===== src/rtl/ex_mem_if.sv =====
// Execute-to-memory pipeline bus: EX-side inputs, MEM-side outputs and the MAC feedback to EX.
// The pipeline register drives this bus through its slave modport.
interface ex_mem_if;
   logic        flush;
   logic [5:0]  stall;
   logic [4:0]  ex_wd;
   logic        ex_wreg;
   logic [31:0] ex_wdata;
   logic        ex_whilo;
   logic [31:0] ex_hi;
   logic [31:0] ex_lo;
   logic [63:0] ex_hilo_tmp;
   logic [1:0]  ex_cnt;
   logic [4:0]  mem_wd;
   logic        mem_wreg;
   logic [31:0] mem_wdata;
   logic        mem_whilo;
   logic [31:0] mem_hi;
   logic [31:0] mem_lo;
   logic [63:0] hilo_tmp_o;
   logic [1:0]  cnt_o;

   modport master (
      output flush, stall, ex_wd, ex_wreg, ex_wdata, ex_whilo, ex_hi, ex_lo, ex_hilo_tmp, ex_cnt,
      input  mem_wd, mem_wreg, mem_wdata, mem_whilo, mem_hi, mem_lo, hilo_tmp_o, cnt_o
   );

   modport slave (
      input  flush, stall, ex_wd, ex_wreg, ex_wdata, ex_whilo, ex_hi, ex_lo, ex_hilo_tmp, ex_cnt,
      output mem_wd, mem_wreg, mem_wdata, mem_whilo, mem_hi, mem_lo, hilo_tmp_o, cnt_o
   );
endinterface


===== src/rtl/ex_mem.sv =====
// EX/MEM pipeline register with stall/flush handling and multiply-accumulate feedback to EX.
// Define EX_MEM_HILO_EN to build the HI/LO and MAC feedback registers; otherwise they read as 0.
module ex_mem (
   input  logic     clk,
   input  logic     rst,
   ex_mem_if.slave  bus
);
   logic [4:0]  mem_wd_reg;
   logic        mem_wreg_reg;
   logic [31:0] mem_wdata_reg;

   logic bubble;
   logic advance;

   // EX held while MEM runs on: MEM must see a nop this cycle.
   assign bubble  = bus.stall[3] & ~bus.stall[4];
   assign advance = ~bus.stall[3];

   always_ff @(posedge clk) begin
      if (rst || bus.flush || bubble) begin
         mem_wd_reg    <= '0;
         mem_wreg_reg  <= 1'b0;
         mem_wdata_reg <= '0;
      end else if (advance) begin
         mem_wd_reg    <= bus.ex_wd;
         mem_wreg_reg  <= bus.ex_wreg;
         mem_wdata_reg <= bus.ex_wdata;
      end
   end

   assign bus.mem_wd    = mem_wd_reg;
   assign bus.mem_wreg  = mem_wreg_reg;
   assign bus.mem_wdata = mem_wdata_reg;

`ifdef EX_MEM_HILO_EN
   logic        mem_whilo_reg;
   logic [31:0] mem_hi_reg;
   logic [31:0] mem_lo_reg;
   logic [63:0] hilo_tmp_reg;
   logic [1:0]  cnt_reg;

   always_ff @(posedge clk) begin
      if (rst || bus.flush) begin
         mem_whilo_reg <= 1'b0;
         mem_hi_reg    <= '0;
         mem_lo_reg    <= '0;
         hilo_tmp_reg  <= '0;
         cnt_reg       <= '0;
      end else if (bubble) begin
         // Keep the MAC partial product alive while EX repeats the instruction.
         mem_whilo_reg <= 1'b0;
         mem_hi_reg    <= '0;
         mem_lo_reg    <= '0;
         hilo_tmp_reg  <= bus.ex_hilo_tmp;
         cnt_reg       <= bus.ex_cnt;
      end else if (advance) begin
         mem_whilo_reg <= bus.ex_whilo;
         mem_hi_reg    <= bus.ex_hi;
         mem_lo_reg    <= bus.ex_lo;
         hilo_tmp_reg  <= '0;
         cnt_reg       <= '0;
      end
   end

   assign bus.mem_whilo  = mem_whilo_reg;
   assign bus.mem_hi     = mem_hi_reg;
   assign bus.mem_lo     = mem_lo_reg;
   assign bus.hilo_tmp_o = hilo_tmp_reg;
   assign bus.cnt_o      = cnt_reg;
`else
   assign bus.mem_whilo  = 1'b0;
   assign bus.mem_hi     = '0;
   assign bus.mem_lo     = '0;
   assign bus.hilo_tmp_o = '0;
   assign bus.cnt_o      = '0;
`endif
endmodule


===== src/flat_wrapper.sv =====
// flat-port wrapper written by rule: the top's interface ports become plain ports
module ex_mem_flat 
  (clk, rst, bus_flush, bus_stall, bus_ex_wd, bus_ex_wreg, bus_ex_wdata, bus_ex_whilo, bus_ex_hi, bus_ex_lo, bus_ex_hilo_tmp, bus_ex_cnt, bus_mem_wd, bus_mem_wreg, bus_mem_wdata, bus_mem_whilo, bus_mem_hi, bus_mem_lo, bus_hilo_tmp_o, bus_cnt_o);
  ex_mem_if bus_i ();
  input  logic clk;
  input  logic rst;
  input wire logic [$bits(bus_i.flush)-1:0] bus_flush;
  input wire logic [$bits(bus_i.stall)-1:0] bus_stall;
  input wire logic [$bits(bus_i.ex_wd)-1:0] bus_ex_wd;
  input wire logic [$bits(bus_i.ex_wreg)-1:0] bus_ex_wreg;
  input wire logic [$bits(bus_i.ex_wdata)-1:0] bus_ex_wdata;
  input wire logic [$bits(bus_i.ex_whilo)-1:0] bus_ex_whilo;
  input wire logic [$bits(bus_i.ex_hi)-1:0] bus_ex_hi;
  input wire logic [$bits(bus_i.ex_lo)-1:0] bus_ex_lo;
  input wire logic [$bits(bus_i.ex_hilo_tmp)-1:0] bus_ex_hilo_tmp;
  input wire logic [$bits(bus_i.ex_cnt)-1:0] bus_ex_cnt;
  output wire logic [$bits(bus_i.mem_wd)-1:0] bus_mem_wd;
  output wire logic [$bits(bus_i.mem_wreg)-1:0] bus_mem_wreg;
  output wire logic [$bits(bus_i.mem_wdata)-1:0] bus_mem_wdata;
  output wire logic [$bits(bus_i.mem_whilo)-1:0] bus_mem_whilo;
  output wire logic [$bits(bus_i.mem_hi)-1:0] bus_mem_hi;
  output wire logic [$bits(bus_i.mem_lo)-1:0] bus_mem_lo;
  output wire logic [$bits(bus_i.hilo_tmp_o)-1:0] bus_hilo_tmp_o;
  output wire logic [$bits(bus_i.cnt_o)-1:0] bus_cnt_o;
  assign bus_i.flush = bus_flush;
  assign bus_i.stall = bus_stall;
  assign bus_i.ex_wd = bus_ex_wd;
  assign bus_i.ex_wreg = bus_ex_wreg;
  assign bus_i.ex_wdata = bus_ex_wdata;
  assign bus_i.ex_whilo = bus_ex_whilo;
  assign bus_i.ex_hi = bus_ex_hi;
  assign bus_i.ex_lo = bus_ex_lo;
  assign bus_i.ex_hilo_tmp = bus_ex_hilo_tmp;
  assign bus_i.ex_cnt = bus_ex_cnt;
  assign bus_mem_wd = bus_i.mem_wd;
  assign bus_mem_wreg = bus_i.mem_wreg;
  assign bus_mem_wdata = bus_i.mem_wdata;
  assign bus_mem_whilo = bus_i.mem_whilo;
  assign bus_mem_hi = bus_i.mem_hi;
  assign bus_mem_lo = bus_i.mem_lo;
  assign bus_hilo_tmp_o = bus_i.hilo_tmp_o;
  assign bus_cnt_o = bus_i.cnt_o;
  ex_mem u_core (.clk(clk), .rst(rst), .bus(bus_i));
endmodule

===== config.mk =====
export PLATFORM = sky130hd
export DESIGN_NAME = ex_mem_flat
export DESIGN_NICKNAME = d
export VERILOG_FILES = /design/src/rtl/ex_mem_if.sv /design/src/rtl/ex_mem.sv /design/src/flat_wrapper.sv
export SDC_FILE = /design/constraint.sdc
export NUM_CORES = 1
export LEC_CHECK = 0
export BUFFER_PORTS_ARGS = -buffer_cell sky130_fd_sc_hd__buf_2
export CORE_AREA = 2 2 135 137
export CTS_BUF_LIST = sky130_fd_sc_hd__clkbuf_4
export DETAILED_ROUTE_END_ITERATION = 10
export DIE_AREA = 0 0 137 139
export SLEW_MARGIN = 10
export SYNTH_ARGS = -nofsm -noshare
export SYNTH_HDL_FRONTEND = slang
export SYNTH_SLANG_ARGS = --single-unit

===== constraint.sdc =====
create_clock -name clk -period 1 [get_ports clk]
set_input_delay 0.05 -clock clk [delete_from_list [all_inputs] [get_ports clk]]
set_output_delay 0.05 -clock clk [all_outputs]
set_load 0.03 [all_outputs]

# == Yosys cells after proc, flatten, opt, wreduce, memory -nomap -nowiden ==
# Cells that the tools add are included.
# op_classes
n_bitwise,2
n_reduce_logical,2
# op_table
op,count
$logic_or 1x1->1,2
$and 1x1->1,1
$not 1->1,1
# word_totals
ff_bits,38
inputBits,178
output_inout_bits,169
wordCells,7

# == Logic depth before layout (Yosys ltp) ==
# Gate-level depths: netlist of the first run.
# logic_depth
word_depth,3
depth_mapped,4
mapped_depth_nobuf,2

# == Worst setup path before layout of the first run ==
# No wires, ideal clock.
# synth_path
kind,register to register
start,"register, netlist name u_core.bus.mem_wdata[10]"
end,register u_core.mem_wdata_reg[10] (netlist: u_core.bus.mem_wdata[10])
setup_ns,0.066
arrival_time_ns,0.746
t_required_ns,0.934
slack_ns,0.187
stages_incl_launch_ff,3
n_path_buf,0
cell_sequence,dfxtp_1 -> nand3_1 -> a21oi_2
# synth_lines
item,line,rtl
"end signal, assigned",ex_mem.sv:27,mem_wdata_reg <= bus.ex_wdata;
"end, declared",ex_mem.sv:10,logic [31:0] mem_wdata_reg;

# == Final worst setup path of the first run ==
# layout_path
start,register u_core.mem_wdata_reg[6] (netlist: u_core.bus.mem_wdata[6])
end,output port bus_mem_wdata[6]
# layout_lines
item,line,rtl
"end, declared",flat_wrapper.sv:19,output wire logic [$bits(bus_i.mem_wdata)-1:0] bus_mem_wdata;
# No word-level cell between the ends.

==> flow_summary.toml, run 1 <==
[floorplanning]
die_y_um = 139
start_util_pct = 14.5
core-area_um2 = 17700
fp.dieW_um = 137
rows = 49
ios = 347
die_area_um2 = 19000

[sta]
min_period_ns = 0.934
hold_viol = 0
maxSlewViolCount = 0
rsz0062_at_grt = "true"
period_share_pct = 93.4
fmax_mhz = 1070
skew_ns = 0
setup-violations-final = 0
setup_ws_ns = 0.0660

[drt]
drtIter0Drc = 34
vias_per_cell = 3.06
dr.pass1.iters = 4
drt_drc_violations_left = 0
wl_per_cell_um = 9.49
vias = 1974
wl_um = 6120
final_antenna_net_count = 0

[cts]
cts_buffers = 5
htree_levels = 2
cts_tree = "yes"
path_clk_slew_ns = 0.13
cts_root_buf = "clkbuf_4"
clock_sinks = 38
clockBufferDepth = 2
clk_latency_ns = 0.37

[power]
leakage_nw = 1.50
ir_worst_vdd_v = 0.000527
power_density_nw_per_um2 = 1120

[grt]
antenna_found_initial = 0
grtUsageTotal_pct = 6.37
grt_start_max_net_pins = 43
grt_pass1_vias = 1734
grt-ovfl-total = 0
grt_pass1_wl_um = 9110

[run_status]
status = "finished clean"

[finish]
largest_register_ffs = 32
nets = 593
instances_no_fill = 645
synthToLayoutAreaGrowth_pct = 29.8
diodes = 0
drive_above_1_share_pct = 34.9

[synth]
yosysWarnings = 0
synth_area_leaders = "buf_4, dfxtp_1, nand2b_1, nand3_1, a21oi_2"
synth-edff-count = 0
synthCells = 301
synth_area_um2 = 2560
yosys.area.top_type = "buf_4"
async_reset_ff_share_pct = 0
yosys.area.top_type_share_pct = 39.6
synth_cell_types = 11
synth_area_per_cell_um2 = 8.51
ys.flop_type = "dfxtp_1"
ys_ff_latch = 38
synth.most_common_cell = "buf_4"
ys_seq_area_share_pct = 29.7
synthTopCellsByCount = "buf_4, dfxtp_1, nand2b_1, nand3_1, a21oi_2"

[setup_path]
cpMaxStageDelayCell = "dfxtp_1"
setup.worst_path.end_class = "output port"
critPathKind = "reg2out"
timing.rr.start = "u_core.bus.mem_wd[4]"
start_kind = "flop"
worst-r2r-setup-slack_ns = 0.34
cp-startpoint = "u_core.bus.mem_wdata[6]"
path_delay_family = "flip-flops"
reg2reg_depth = 2
cp.arrival_ns = 0.88
critPathBufInv = 1
crit_chain = "buf_4"
cp.required_ns = 0.95
worstPathMaxFanout = 2
worstReg2RegEnd = "u_core.bus.mem_wd[4]"
cpPeakStageDelay_ns = 0.35

[place]
io_buffers = 80
gp_congestion = 0.631
dp_hpwl_um = 4190
placed_cells = 599
place_ws_ns = 0.111

[hold_path]
worstHoldPathCells = 4
worstHoldStart = "bus_stall[4]"
whs_endpoint = "u_core.bus.mem_wdata[5]"
hold_path_class = "in2reg"

[job]
cap_violations = 0
==> final cells by class <==
class | instances | area [um2]
clock buffers | 5 | 37.5
fillers | 1962 | 14300
repair buffers | 124 | 996
flip-flops and latches | 38 | 800
multi-input cells | 246 | 1190
well taps | 229 | 287
clock inverters | 3 | 16.3
==> worst max path at each step <==
| stage | to | slack [ns] | depth (start not counted) |
|---|---|---|---|
| 2_1_floorplan | u_core.bus.mem_wdata[10] | 0.19 | 2 |
| 3_3_place_gp | u_core.bus.mem_wd[0] | 0.13 | 4 |
| 3_5_place_dp | u_core.bus.mem_wd[2] | 0.11 | 4 |
| 4_1_cts | bus_mem_wdata[4] | 0.0009 | 1 |
| 5_1_grt | bus_mem_wdata[16] | -0.006 | 1 |
| 6_report | bus_mem_wdata[6] | 0.07 | 1 |
==> per-layer routing <==
metal	routed length (um)	vias up	global-route usage, %
met1	2390	877	7.13
met3	827	9	3.14
li1	-	930	-
met2	2820	158	10.4
met4	87	0	2.28
met5	0	-	0
==> tightest hold or removal path, stage by stage <==
cell     delay, ns
buf_2         0.12
buf_12        0.16
nand3_1       0.09
a21oi_1       0.06
==> timing repair <==
| item | 4_1_cts | 5_1_grt |
|---|---|---|
| hold buffers | 38 | 0 |
| pin swaps | 0 | 0 |
| hold endpoints to repair | 38 | 0 |
| gates resized for setup | 56 | 23 |
| setup buffers | 0 | 0 |
| setup endpoints to repair | 38 | 24 |
==> cell families after synthesis <==
group                  after synthesis  synth area share, %
other                                1                0.146
buffers and inverters              147                 42.9
and+or+nand+nor                     77                 16.9
DFF                                 38                 29.7
AOI/OAI and AO/OA                   38                 10.4
==> cells in the final DEF (no fill, tap or decap), types with 10 or more instances in the layout <==
cell	netlist	layout
a21oi_1	18	18
a21oi_2	20	20
buf_2	2	42
buf_4	135	31
buf_6	5	10
conb_1	1	131
dfxtp_2	0	31
dlygate4sd3_1	0	38
nand2b_1	38	38
nand3_1	38	38
==> power breakdown <==
part           internal [mW]  leakage [nW]  switching (mW)
Sequential              1.56         0.323          0.0255
Combinational          0.311          1.15           0.955
Clock                  0.262        0.0286           0.603
Total                   2.14          1.50            1.58
==> stage by stage <==
step / util, % / hold WS, ns / power [mW] / TNS (ns) / area [um2]
global placement: 15.4 / 0.308 / 2.73 / 0 / 2720
detailed placement: 15.4 / 0.312 / 2.73 / 0 / 2720
CTS: 18.6 / 0.0790 / 3.82 / 0 / 3290
global route: 18.8 / 0.0968 / 3.97 / -0.00709 / 3330
finish: 18.8 / 0.124 / 3.72 / 0 / 3330
floorplan: - / 0.197 / 2.94 / 0 / 3050
Note: power is estimated with default switching activity, not from simulation.
==> inputs of run 2 (changes only) <==
--- a/config.mk
+++ b/config.mk
@@ -5,11 +5,13 @@
 export SDC_FILE = /design/constraint.sdc
 export NUM_CORES = 1
 export LEC_CHECK = 0
+export ABC_AREA = 1
 export BUFFER_PORTS_ARGS = -buffer_cell sky130_fd_sc_hd__buf_2
-export CORE_AREA = 2 2 135 137
+export CORE_AREA = 2 2 133 135
 export CTS_BUF_LIST = sky130_fd_sc_hd__clkbuf_4
 export DETAILED_ROUTE_END_ITERATION = 10
-export DIE_AREA = 0 0 137 139
+export DIE_AREA = 0 0 135 137
+export SKIP_LAST_GASP = 1
 export SLEW_MARGIN = 10
 export SYNTH_ARGS = -nofsm -noshare
 export SYNTH_HDL_FRONTEND = slang
==> run 2 against run 1 <==
Net effect: die area down 2.9%; wire length down 2.6%; synthesized cell count up 38%; sequential share of layout area down 1.0 points; largest power group unchanged; utilization up 1.1 points; highest routed layer is now met5.
==> flow_summary.toml, run 2 <==
[synth]
ys_seq_area_share_pct = 27.8
synth_area_um2 = 2740
yosys.area.top_type_share_pct = 35.9
synthCells = 415
synth.most_common_cell = "buf_4"
yosysWarnings = 0
async_reset_ff_share_pct = 0
ys.flop_type = "dfxtp_1"
ys_ff_latch = 38
synth_cell_types = 8
synth-edff-count = 0
synth_area_leaders = "buf_4, dfxtp_1, nor2_1, inv_1, nand2_1"
yosys.area.top_type = "buf_4"
synthTopCellsByCount = "buf_4, nor2_1, inv_1"
synth_area_per_cell_um2 = 6.60

[place]
place_area_um2 = 2900
gp_congestion = 0.624
dp_hpwl_um = 4450
io_buffers = 80

[setup_path]
timing.rr.start = "u_core.bus.mem_wdata[0]"
worstReg2RegEnd = "u_core.bus.mem_wdata[0]"
cp.arrival_ns = 0.88
critPathBufInv = 1
cpMaxStageDelayCell = "dfxtp_1"
critPathKind = "reg2out"
critPathCapture = "bus_mem_wdata[23]"
worstPathMaxFanout = 2
setup.worst_path.end_class = "output port"
worst-r2r-setup-slack_ns = 0.34
cpPeakStageDelay_ns = 0.36
cp-startpoint = "u_core.bus.mem_wdata[23]"
path_delay_family = "flip-flops"
cp.required_ns = 0.95
reg2reg_depth = 4
cp.depth = 1
start_kind = "flop"
crit_chain = "buf_4"

[cts]
cts_buffers = 5
post_cts.repair.setup_buffers = 0
clock_sinks = 38
clockBufferDepth = 2
cts_tree = "yes"
clk_latency_ns = 0.36
htree_levels = 2
path_clk_slew_ns = 0.13
cts_root_buf = "clkbuf_4"

[sta]
maxSlewViolCount = 0
rsz0062_at_grt = "true"
fmax_mhz = 1080
worst_hold_slack_ns = 0.0192
skew_ns = 0
period_share_pct = 93.0
setup-violations-final = 0
min_period_ns = 0.930
hold_viol = 0

[drt]
dr.pass1.iters = 4
wl_um = 5960
vias_per_cell = 2.91
drtIter0Drc = 24
wl_per_cell_um = 7.94
vias = 2185
final_antenna_net_count = 0
drt_drc_violations_left = 0

[finish]
fillCellCount = 1960
drive_above_1_share_pct = 20.9
largest_register_ffs = 32
nets = 703
final_core_util_pct = 19.9
mostFrequentLayoutCell = "conb_1"
seq_area_um2 = 782
layout_common_cells = "conb_1, nor2_1, inv_1"
finalInstanceArea_um2 = 3400
multi_input_area_um2 = 1080
diodes = 0
synthToLayoutAreaGrowth_pct = 24.0

[floorplanning]
core-area_um2 = 17100
fp.dieW_um = 135
die_y_um = 137
ios = 347
rows = 48
die_area_um2 = 18500
start_util_pct = 16.1

[power]
leakage_nw = 2.12
total_power_mw = 3.67
ir_worst_vdd_v = 0.000361
power_density_nw_per_um2 = 1080

[grt]
grt_pass1_vias = 1807
antenna_found_initial = 1
grt_start_max_net_pins = 43
grtUsageTotal_pct = 6.07
grt-ovfl-total = 0
grt_pass1_wl_um = 8430

[run_status]
status = "finished clean"

[hold_path]
hold_path_class = "in2reg"

[job]
cap_violations = 0
[run 2: cell types whose count changed after synthesis, moves of 2 or more]
cell / before / now
nand2b_1: 38 / 0
a21oi_2: 20 / 0
buf_4: 135 / 131
buf_6: 5 / 9
nand3_1: 38 / 0
a21oi_1: 18 / 0
nand2_1: 0 / 40
clkbuf_1: 5 / 0
buf_2: 2 / 4
inv_1: 0 / 77
nor2_1: 0 / 115
[run 2: cells by family after synthesis]
| family | count (synthesis) | share of synthesized area [%] |
|---|---|---|
| simple gates | 155 | 21.2 |
| buf+inv | 221 | 50.9 |
| flops | 38 | 27.8 |
| other cells | 1 | 0.137 |
[run 2: metal layers]
metal / up-vias / routed length, um / GRT usage (%) / share of wire [%]
li1: 1114 / - / - / -
met1: 899 / 2400 / 6.61 / 40
met2: 160 / 2670 / 10.5 / 45
met3: 10 / 831 / 3.07 / 14
met4: 2 / 53 / 1.56 / 0.89
met5: - / 11 / 0 / 0.18
[run 2: worst min-delay path by stage]
stage / startpoint / to / slack, ns / cells after the start
2_1_floorplan: bus_ex_wd[0] / u_core.bus.mem_wd[0] / 0.27 / 4
3_3_place_gp: bus_ex_wdata[28] / u_core.bus.mem_wdata[28] / 0.37 / 5
3_5_place_dp: bus_ex_wdata[22] / u_core.bus.mem_wdata[22] / 0.37 / 5
4_1_cts: bus_ex_wd[0] / u_core.bus.mem_wd[0] / 0.0009 / 5
5_1_grt: bus_ex_wd[0] / u_core.bus.mem_wd[0] / 0.05 / 5
6_report: bus_ex_wd[0] / u_core.bus.mem_wd[0] / 0.02 / 5
[run 2: stage by stage]
stage / setup TNS (ns) / std cells / setup WS [ns]
global placement: 0 / 711 / 0.121
floorplan: 0 / 545 / 0.229
detailed placement: 0 / 711 / 0.100
global route: -0.00499 / 751 / -0.00499
CTS: 0 / 750 / 0.000720
finish: 0 / 751 / 0.0703
[run 2: tightest hold or removal path: stages]
cell,delay [ns]
buf_2,0.07
inv_1,0.04
nor2_1,0.08
nor2_1,0.04
nor2_1,0.07
[run 2: area by class of cell]
cell class                 count  share of cell area [%]
clock buffer                   6                    1.33
timing repair buffer         117                    27.0
sequential                    38                    23.0
inverter                      77                    8.51
tap                          225                    8.28
clock inverter                 2                   0.258
multi-input combinational    286                    31.7
[run 2: power by group]
| part | internal [mW] | leakage, nW | switching, mW |
|---|---|---|---|
| Combinational | 0.288 | 1.77 | 0.949 |
| Clock | 0.292 | 0.0331 | 0.566 |
| Sequential | 1.56 | 0.317 | 0.0206 |
| Total | 2.14 | 2.12 | 1.54 |
[run 2: what timing repair did]
item,in CTS,in global routing
hold endpoints to repair,31,1
gates resized for setup,17,56
hold buffers,31,1
setup endpoints to repair,17,34
